`config.mk`:
```
export PLATFORM = sky130hd
export DESIGN_NAME = led_bar_feeder
export DESIGN_NICKNAME = d
export VERILOG_FILES = /design/src/rtl/led_bar_feeder.sv
export SDC_FILE = /design/constraint.sdc
export NUM_CORES = 1
export LEC_CHECK = 0
export ABC_CLOCK_PERIOD_IN_PS = 3000
export BUFFER_PORTS_ARGS = -buffer_cell sky130_fd_sc_hd__buf_4
export CAP_MARGIN = 40
export CORE_UTILIZATION = 28
export CTS_CLUSTER_SIZE = 10
export DETAILED_ROUTE_END_ITERATION = 10
export GPL_ROUTABILITY_DRIVEN = 0
export GPL_TIMING_DRIVEN = 0
export PLACE_DENSITY = 0.5
export SETUP_SLACK_MARGIN = 0.05
export SLEW_MARGIN = 20
export SYNTH_ARGS = -nofsm -noshare
export SYNTH_HDL_FRONTEND = slang
export SYNTH_SLANG_ARGS = --single-unit
```
`constraint.sdc`:
```
create_clock -name clk -period 3 [get_ports clk]
set_input_delay 0.6 -clock clk [delete_from_list [all_inputs] [get_ports clk]]
set_output_delay 0.6 -clock clk [all_outputs]
set_load 0.01 [all_outputs]
```
`src/rtl/led_bar_feeder.sv`:
```
// Front end for the LED bar. It takes sensor samples over valid/ready, applies an EMA
// filter, scales and clamps the result into the bar's range, and produces a debounced blink.
module led_bar_feeder #(
  parameter int IN_BITS   = 12,
  parameter int K         = 2,
  parameter int VAL_BITS  = 3,
  parameter int VAL_L     = 0,
  parameter int VAL_U     = 7,
  parameter int WARN_TH   = 3584,
  parameter int WARN_HYST = 256,
  parameter int WARN_CNT  = 4,
  parameter int HOLD_N    = 8,
  parameter int CNT_BITS  = 4
) (
  input  logic                clk,
  input  logic                reset,
  input  logic                sample_valid,
  input  logic [IN_BITS-1:0]  sample,
  output logic                sample_ready,
  output logic [VAL_BITS-1:0] value,
  output logic                blink,
  output logic                value_valid
);
  localparam int AW = IN_BITS + K;
  localparam logic [IN_BITS-1:0]  TH  = IN_BITS'(WARN_TH);
  localparam logic [IN_BITS-1:0]  REL = IN_BITS'(WARN_TH - WARN_HYST);
  localparam logic [VAL_BITS-1:0] VL  = VAL_BITS'(VAL_L);
  localparam logic [VAL_BITS-1:0] VU  = VAL_BITS'(VAL_U);
  localparam logic [CNT_BITS-1:0] WC  = CNT_BITS'(WARN_CNT);
  localparam logic [CNT_BITS-1:0] HN  = CNT_BITS'(HOLD_N);

  typedef enum logic [1:0] {C_IDLE, C_FILT, C_OUT} ctrl_e;
  typedef enum logic [1:0] {W_NORMAL, W_ARM, W_WARN, W_HOLD} warn_e;

  ctrl_e               ctrl_q, ctrl_d;
  warn_e               warn_q, warn_d;
  logic [IN_BITS-1:0]  samp_q, samp_d;
  logic [AW-1:0]       acc_q, acc_d;
  logic                primed_q, primed_d;
  logic [CNT_BITS-1:0] cnt_q, cnt_d, hcnt_q, hcnt_d;
  logic [VAL_BITS-1:0] value_q, value_d;
  logic                blink_q, blink_d, vv_q, vv_d;

  logic [IN_BITS-1:0]  filt;
  logic [VAL_BITS-1:0] scaled;
  logic                over;

  // filt is derived from the registered acc, so in OUT it already reflects this sample.
  assign filt   = acc_q[AW-1:K];
  assign scaled = filt[IN_BITS-1 -: VAL_BITS];
  assign over   = (filt >= TH);

  always_ff @(posedge clk) begin
    if (reset) begin
      ctrl_q   <= C_IDLE;
      warn_q   <= W_NORMAL;
      samp_q   <= '0;
      acc_q    <= '0;
      primed_q <= 1'b0;
      cnt_q    <= '0;
      hcnt_q   <= '0;
      value_q  <= VL;
      blink_q  <= 1'b0;
      vv_q     <= 1'b0;
    end else begin
      ctrl_q   <= ctrl_d;
      warn_q   <= warn_d;
      samp_q   <= samp_d;
      acc_q    <= acc_d;
      primed_q <= primed_d;
      cnt_q    <= cnt_d;
      hcnt_q   <= hcnt_d;
      value_q  <= value_d;
      blink_q  <= blink_d;
      vv_q     <= vv_d;
    end
  end

  always_comb begin
    ctrl_d   = ctrl_q;
    warn_d   = warn_q;
    samp_d   = samp_q;
    acc_d    = acc_q;
    primed_d = primed_q;
    cnt_d    = cnt_q;
    hcnt_d   = hcnt_q;
    value_d  = value_q;
    blink_d  = blink_q;
    vv_d     = 1'b0;
    case (ctrl_q)
      C_IDLE: if (sample_valid) begin
        samp_d = sample;
        ctrl_d = C_FILT;
      end
      C_FILT: begin
        // The first sample after reset seeds the filter so there is no slow ramp up from zero.
        if (!primed_q) acc_d = AW'(samp_q) << K;
        else           acc_d = acc_q - (acc_q >> K) + AW'(samp_q);
        primed_d = 1'b1;
        ctrl_d   = C_OUT;
      end
      C_OUT: begin
        if (scaled < VL)      value_d = VL;
        else if (scaled > VU) value_d = VU;
        else                  value_d = scaled;
        vv_d = 1'b1;
        case (warn_q)
          W_NORMAL: if (over) begin
            cnt_d  = CNT_BITS'(1);
            warn_d = (WARN_CNT == 1) ? W_WARN : W_ARM;
          end
          W_ARM: if (over) begin
            cnt_d = cnt_q + CNT_BITS'(1);
            if (cnt_q + CNT_BITS'(1) == WC) warn_d = W_WARN;
          end else begin
            cnt_d  = '0;
            warn_d = W_NORMAL;
          end
          W_WARN: if (filt < REL) begin
            hcnt_d = '0;
            warn_d = W_HOLD;
          end
          W_HOLD: if (over) begin
            warn_d = W_WARN;
          end else begin
            hcnt_d = hcnt_q + CNT_BITS'(1);
            if (hcnt_q + CNT_BITS'(1) == HN) warn_d = W_NORMAL;
          end
          default: warn_d = W_NORMAL;
        endcase
        blink_d = (warn_d == W_WARN) || (warn_d == W_HOLD);
        ctrl_d  = C_IDLE;
      end
      default: ctrl_d = C_IDLE;
    endcase
  end

  always_comb begin
    sample_ready = (ctrl_q == C_IDLE) && !reset;
    value        = value_q;
    blink        = blink_q;
    value_valid  = vv_q;
  end
endmodule

```
## Word level (Yosys, flattened, before mapping)

Index checks and enable logic that the tools add are counted.

- Input bits: 15
- Bits in registers: 44
- Output and inout bits: 6
- Word-level logic and storage cells: 61

- Add/sub/neg operators: 4
- $lt $le $gt $ge: 4
- Equality and inequality tests: 13
- Reductions and logical operators: 10
- Multiplexer cells: 20

Operators with widths:

| operator | count |
|---|---|
| $mux W2 | 8 |
| $mux W4 | 4 |
| $pmux W4 S2 | 2 |
| $add A14 B12 Y14 | 1 |
| $mux W14 | 1 |
| $sub A14 B12 Y14 | 1 |
| $ge A12 B12 Y1 const B | 1 |
| $lt A12 B12 Y1 const B | 1 |
| $eq A2 B2 Y1 const B | 5 |
| $add A4 B1 Y4 const B | 2 |
| $ne A2 B2 Y1 const B | 4 |
| $pmux W2 S4 | 1 |
| $mux W3 | 2 |
| $eq A2 B1 Y1 const B | 2 |
| $eq A4 B3 Y1 const B | 1 |
| $eq A4 B4 Y1 const B | 1 |
| $logic_not A2 Y1 | 2 |
| $pmux W2 S2 | 1 |
| $reduce_and A4 Y1 | 1 |
| $reduce_bool A2 Y1 | 2 |
| $gt A3 B3 Y1 const B | 1 |
| $lt A3 B1 Y1 const B | 1 |
| $reduce_and A3 Y1 | 1 |
| $reduce_and A2 Y1 | 1 |
| other kinds (4) | 4 |

## Logic depth before layout (Yosys ltp)

- Depth after elaboration: 8
- Depth in mapped cells: 11
- Mapped depth without buffers: 11

## Worst setup path after synthesis

Ideal clock, no wire load.

- Kind: flip-flop to flip-flop
- Start: register samp_q[1]
- End: register acc_q[10]
- Stages on the path, launching flop included: 11
- Setup slack: 0.340 ns
- Required time: 2.905 ns
- Path buffers: 0
- Arrival time: 2.565 ns
- Period minus slack after synthesis: 2.660 ns
- Setup time: 0.095 ns
- Path through: dfxtp_1 > inv_1 > fa_1 > inv_1 > fa_1 > a21o_1 > a221oi_1 > o21bai_1 > xor2_1 > nand2_1 > a221oi_1

- Cells in the longest elaborated chain, start to end: 2

RTL lines:

| what | RTL line | text |
|---|---|---|
| start: declaration | 37 | `logic [IN_BITS-1:0] samp_q, samp_d;` |
| start signal: assignment | 68 | `samp_q <= samp_d;` |
| $add A14 B12 Y14 | 98 | `else acc_d = acc_q - (acc_q >> K) + AW'(samp_q);` |
| $mux W14 | 97 | `if (!primed_q) acc_d = AW'(samp_q) << K;` |
| end signal: assignment | 58 | `acc_q <= '0;` |
| end signal: assignment | 69 | `acc_q <= acc_d;` |
| end: declaration | 38 | `logic [AW-1:0] acc_q, acc_d;` |

No other way between the ends.
A chain may end at the register's enable or synchronous reset.

## Worst setup path after layout

- Start: register acc_q[7]
- End: register acc_q[11]

- Cells in the longest elaborated chain, start to end: 3

RTL lines:

| what | RTL line |
|---|---|
| $sub A14 B12 Y14 | 98 |
| $add A14 B12 Y14 | 98 |
| $mux W14 | 97 |

No other way between the ends.

==> results.json <==
{
  "grt_setup_unrepaired": "yes",
  "synthCells": 359,
  "power.share.clock_pct": 25.4,
  "share_comb_of_total_power_pct": 35.5,
  "drt_wl_total_um": 6790,
  "wire_per_inst_um": 13.1,
  "ir_drop_v": 0.000237,
  "first_pass_iters": 4,
  "critPathKind": "reg2reg",
  "num_io_pins": 21,
  "final_cell_area_um2": 3260,
  "drc": 0,
  "cts_num_sinks": 44,
  "syn_nets": 404,
  "place_ws_ns": -0.0156,
  "min_path_type": "reg2reg",
  "tightest_slew_ns": 0.652,
  "layout_common_cells": "inv_1 (51), nand2_1 (44), dfxtp_1 (43)",
  "ys_types": 44,
  "cap_violations": 0,
  "cp_data_arrival_time_ns": 3.00,
  "clock_skew_ns": 0.00908,
  "tns_ns": 0,
  "fin_ws_ns": 0.218,
  "syn2layout_area_growth_pct": 15.2,
  "place_area_um2": 3140,
  "cts_tree": "done",
  "ctsHoldBuffers": 0,
  "synthArstFlopShare_pct": 0,
  "finalNetCount": 430,
  "antenna_found_initial": 0,
  "dieArea_um2": 10500,
  "path_clk_slew_ns": 0.09,
  "start_util_pct": 28.9,
  "synthesis.yosys.warnings": 0,
  "n_antenna_cell": 0,
  "port_buffers": 19,
  "grt_max_degree": 15,
  "synth_seq_cells": 44,
  "swShare_pct": 35.2,
  "final_common_cell": "inv_1",
  "ys_seq_area_share_pct": 31.1,
  "internal_power_w": 0.00104,
  "fin_crit_ns": 2.78,
  "p_per_area_nw_per_um2": 494,
  "power.leakage_nw": 1.30,
  "crit_required_ns": 3.22,
  "p_seq_share_pct": 39.1,
  "finalHoldViolations": 0,
  "outcome": "finished clean",
  "die_h_um": 103,
  "netlist_area_um2": 2830,
  "synth_edf_count": 0,
  "grt_overflow_total": 0,
  "numCtsBuffers": 5,
  "fill_cells": 1079,
  "grt_pass1_vias": 2311,
  "clockBufferDepth": 2,
  "antenna_left": 0,
  "hpwl_um": 5190,
  "track_usage_pct": 14.0,
  "num_vias": 2423,
  "fmax_mhz": 359,
  "cts_setup_buffers": 0,
  "dp_cells": 511,
  "h-tree-depth": 2,
  "start_kind": "flip-flop",
  "grt_pass1_wl_um": 11400,
  "core_area_um2": 9770,
  "setup_viol": 0,
  "via_per_inst": 4.67,
  "maxSlewViolCount": 0,
  "synth_area_per_cell_um2": 7.88,
  "endpoint_kind": "flip-flop",
  "rows": 36,
  "die_x_um": 103,
  "root_buffer": "clkbuf_8",
  "period_share_pct": 92.7,
  "clk-insertion-delay-late_ns": 0.30,
  "slew_headroom_pct": 56.6,
  "drtIter0Drc": 87,
  "final_cell_count_no_fill": 519,
  "switchingPower_w": 0.000567,
  "critPathMaxFanout": 8,
  "hold_ws_ns": 0.459,
  "synth_top_flop_cell": "dfxtp_1",
  "layout-drive-gt1-share_pct": 9.07
}
==> repair_timing <==
item | in CTS | in global routing
pin swaps | 0 | 1
gates resized for setup | 1 | 5
endpoints found under the setup margin | 3 | 3
==> per-stage QoR <==
step / total power (W) / util, %
after floorplan: 0.00106 / -
after global placement: 0.00119 / 32.1
after detailed placement: 0.00119 / 32.1
after CTS: 0.00162 / 33.2
after global routing: 0.00174 / 33.3
final: 0.00161 / 33.3
==> cells by family (layout without fill, tap and decap cells) <==
kind of cell	Yosys count	in the layout	share of synthesized area (%)
AND/OR/NAND/NOR	112	112	18.0
flip-flops	44	44	31.1
XOR/XNOR	11	11	3.41
multiplexers	6	6	2.21
adder cells (fa/ha/maj)	30	30	16.5
AO/OA/AOI/OAI	87	87	19.5
buffers and inverters	69	96	9.20
==> synthesized netlist by cell type, drive strengths merged, types with 2 or more instances <==
master	instances	share of area [%]
a311oi	4	1.2
nand2	44	5.8
inv	51	6.8
o22ai	6	1.3
mux2i	4	1.4
nand3	12	2.1
xnor2	10	3.1
fa	12	8.5
a41oi	2	0.62
ha	18	8.0
a21o	4	1.1
nor2	26	3.4
nand4	3	0.66
o21a	3	0.80
and2	3	0.66
a221oi	2	0.62
mux2	2	0.80
a211oi	7	1.9
and3	3	0.66
dfxtp	44	31
nand2b	5	1.1
nor3	7	1.2
o21bai	2	0.53
nor2b	4	0.88
o21ai	11	1.9
a22oi	3	0.80
a21oi	35	6.2
clkbuf	17	2.3
==> state kept, by name, summed over array words and instances, names as in the netlist <==
signal / count
acc_q: 14
value_valid: 1
cnt_q: 4
samp_q: 12
primed_q: 1
hcnt_q: 4
ctrl_q: 2
blink: 1
warn_q: 2
value: 3
==> per-layer routing <==
layer	track usage, %	wire length, um
met5	0	0
met4	2.31	19
met3	2.51	195
met2	23.3	3150
met1	19.3	3420
==> power groups by stage <==
stage / Sequential (W) / Clock [W] / Combinational [W]
6_report: 0.000630 / 0.000408 / 0.000572
5_1_grt: 0.000633 / 0.000453 / 0.000655
4_1_cts: 0.000630 / 0.000427 / 0.000561
3_5_place_dp: 0.000643 / 0 / 0.000550
3_3_place_gp: 0.000642 / 0 / 0.000546
2_1_floorplan: 0.000638 / 0 / 0.000427
==> area by class of cell <==
cell class	instances	area, um2	area share [%]
Clock inverter	2	15.0	0.461
Buffer	18	70.1	2.15
Multi-Input combinational cell	246	1710	52.4
Inverter	51	191	5.88
Tap cell	133	166	5.11
Timing Repair Buffer	19	143	4.38
Clock buffer	6	82.6	2.53
Sequential cell	44	882	27.1
==> critical path, cell delays in order, from the launching register on <==
cell and delay [ns]:
dfxtp_1 0.36, inv_1 0.09, fa_1 0.52, inv_1 0.04
ha_1 0.26, clkbuf_1 0.28, o21a_1 0.18, o21a_1 0.10
o21ai_0 0.08, a41oi_1 0.21, mux2_1 0.34, a311oi_1 0.24
==> worst paths after layout <==
kind	end	from	slack [ns]	depth (start not counted)
setup / recovery	acc_q[11]	acc_q[7]	0.22	11
hold / removal	samp_q[6]	samp_q[6]	0.46	2
setup reg to reg	acc_q[11]	acc_q[7]	0.22	11
hold reg to reg	samp_q[6]	samp_q[6]	0.46	2
Power figures use the tool's default switching activity.
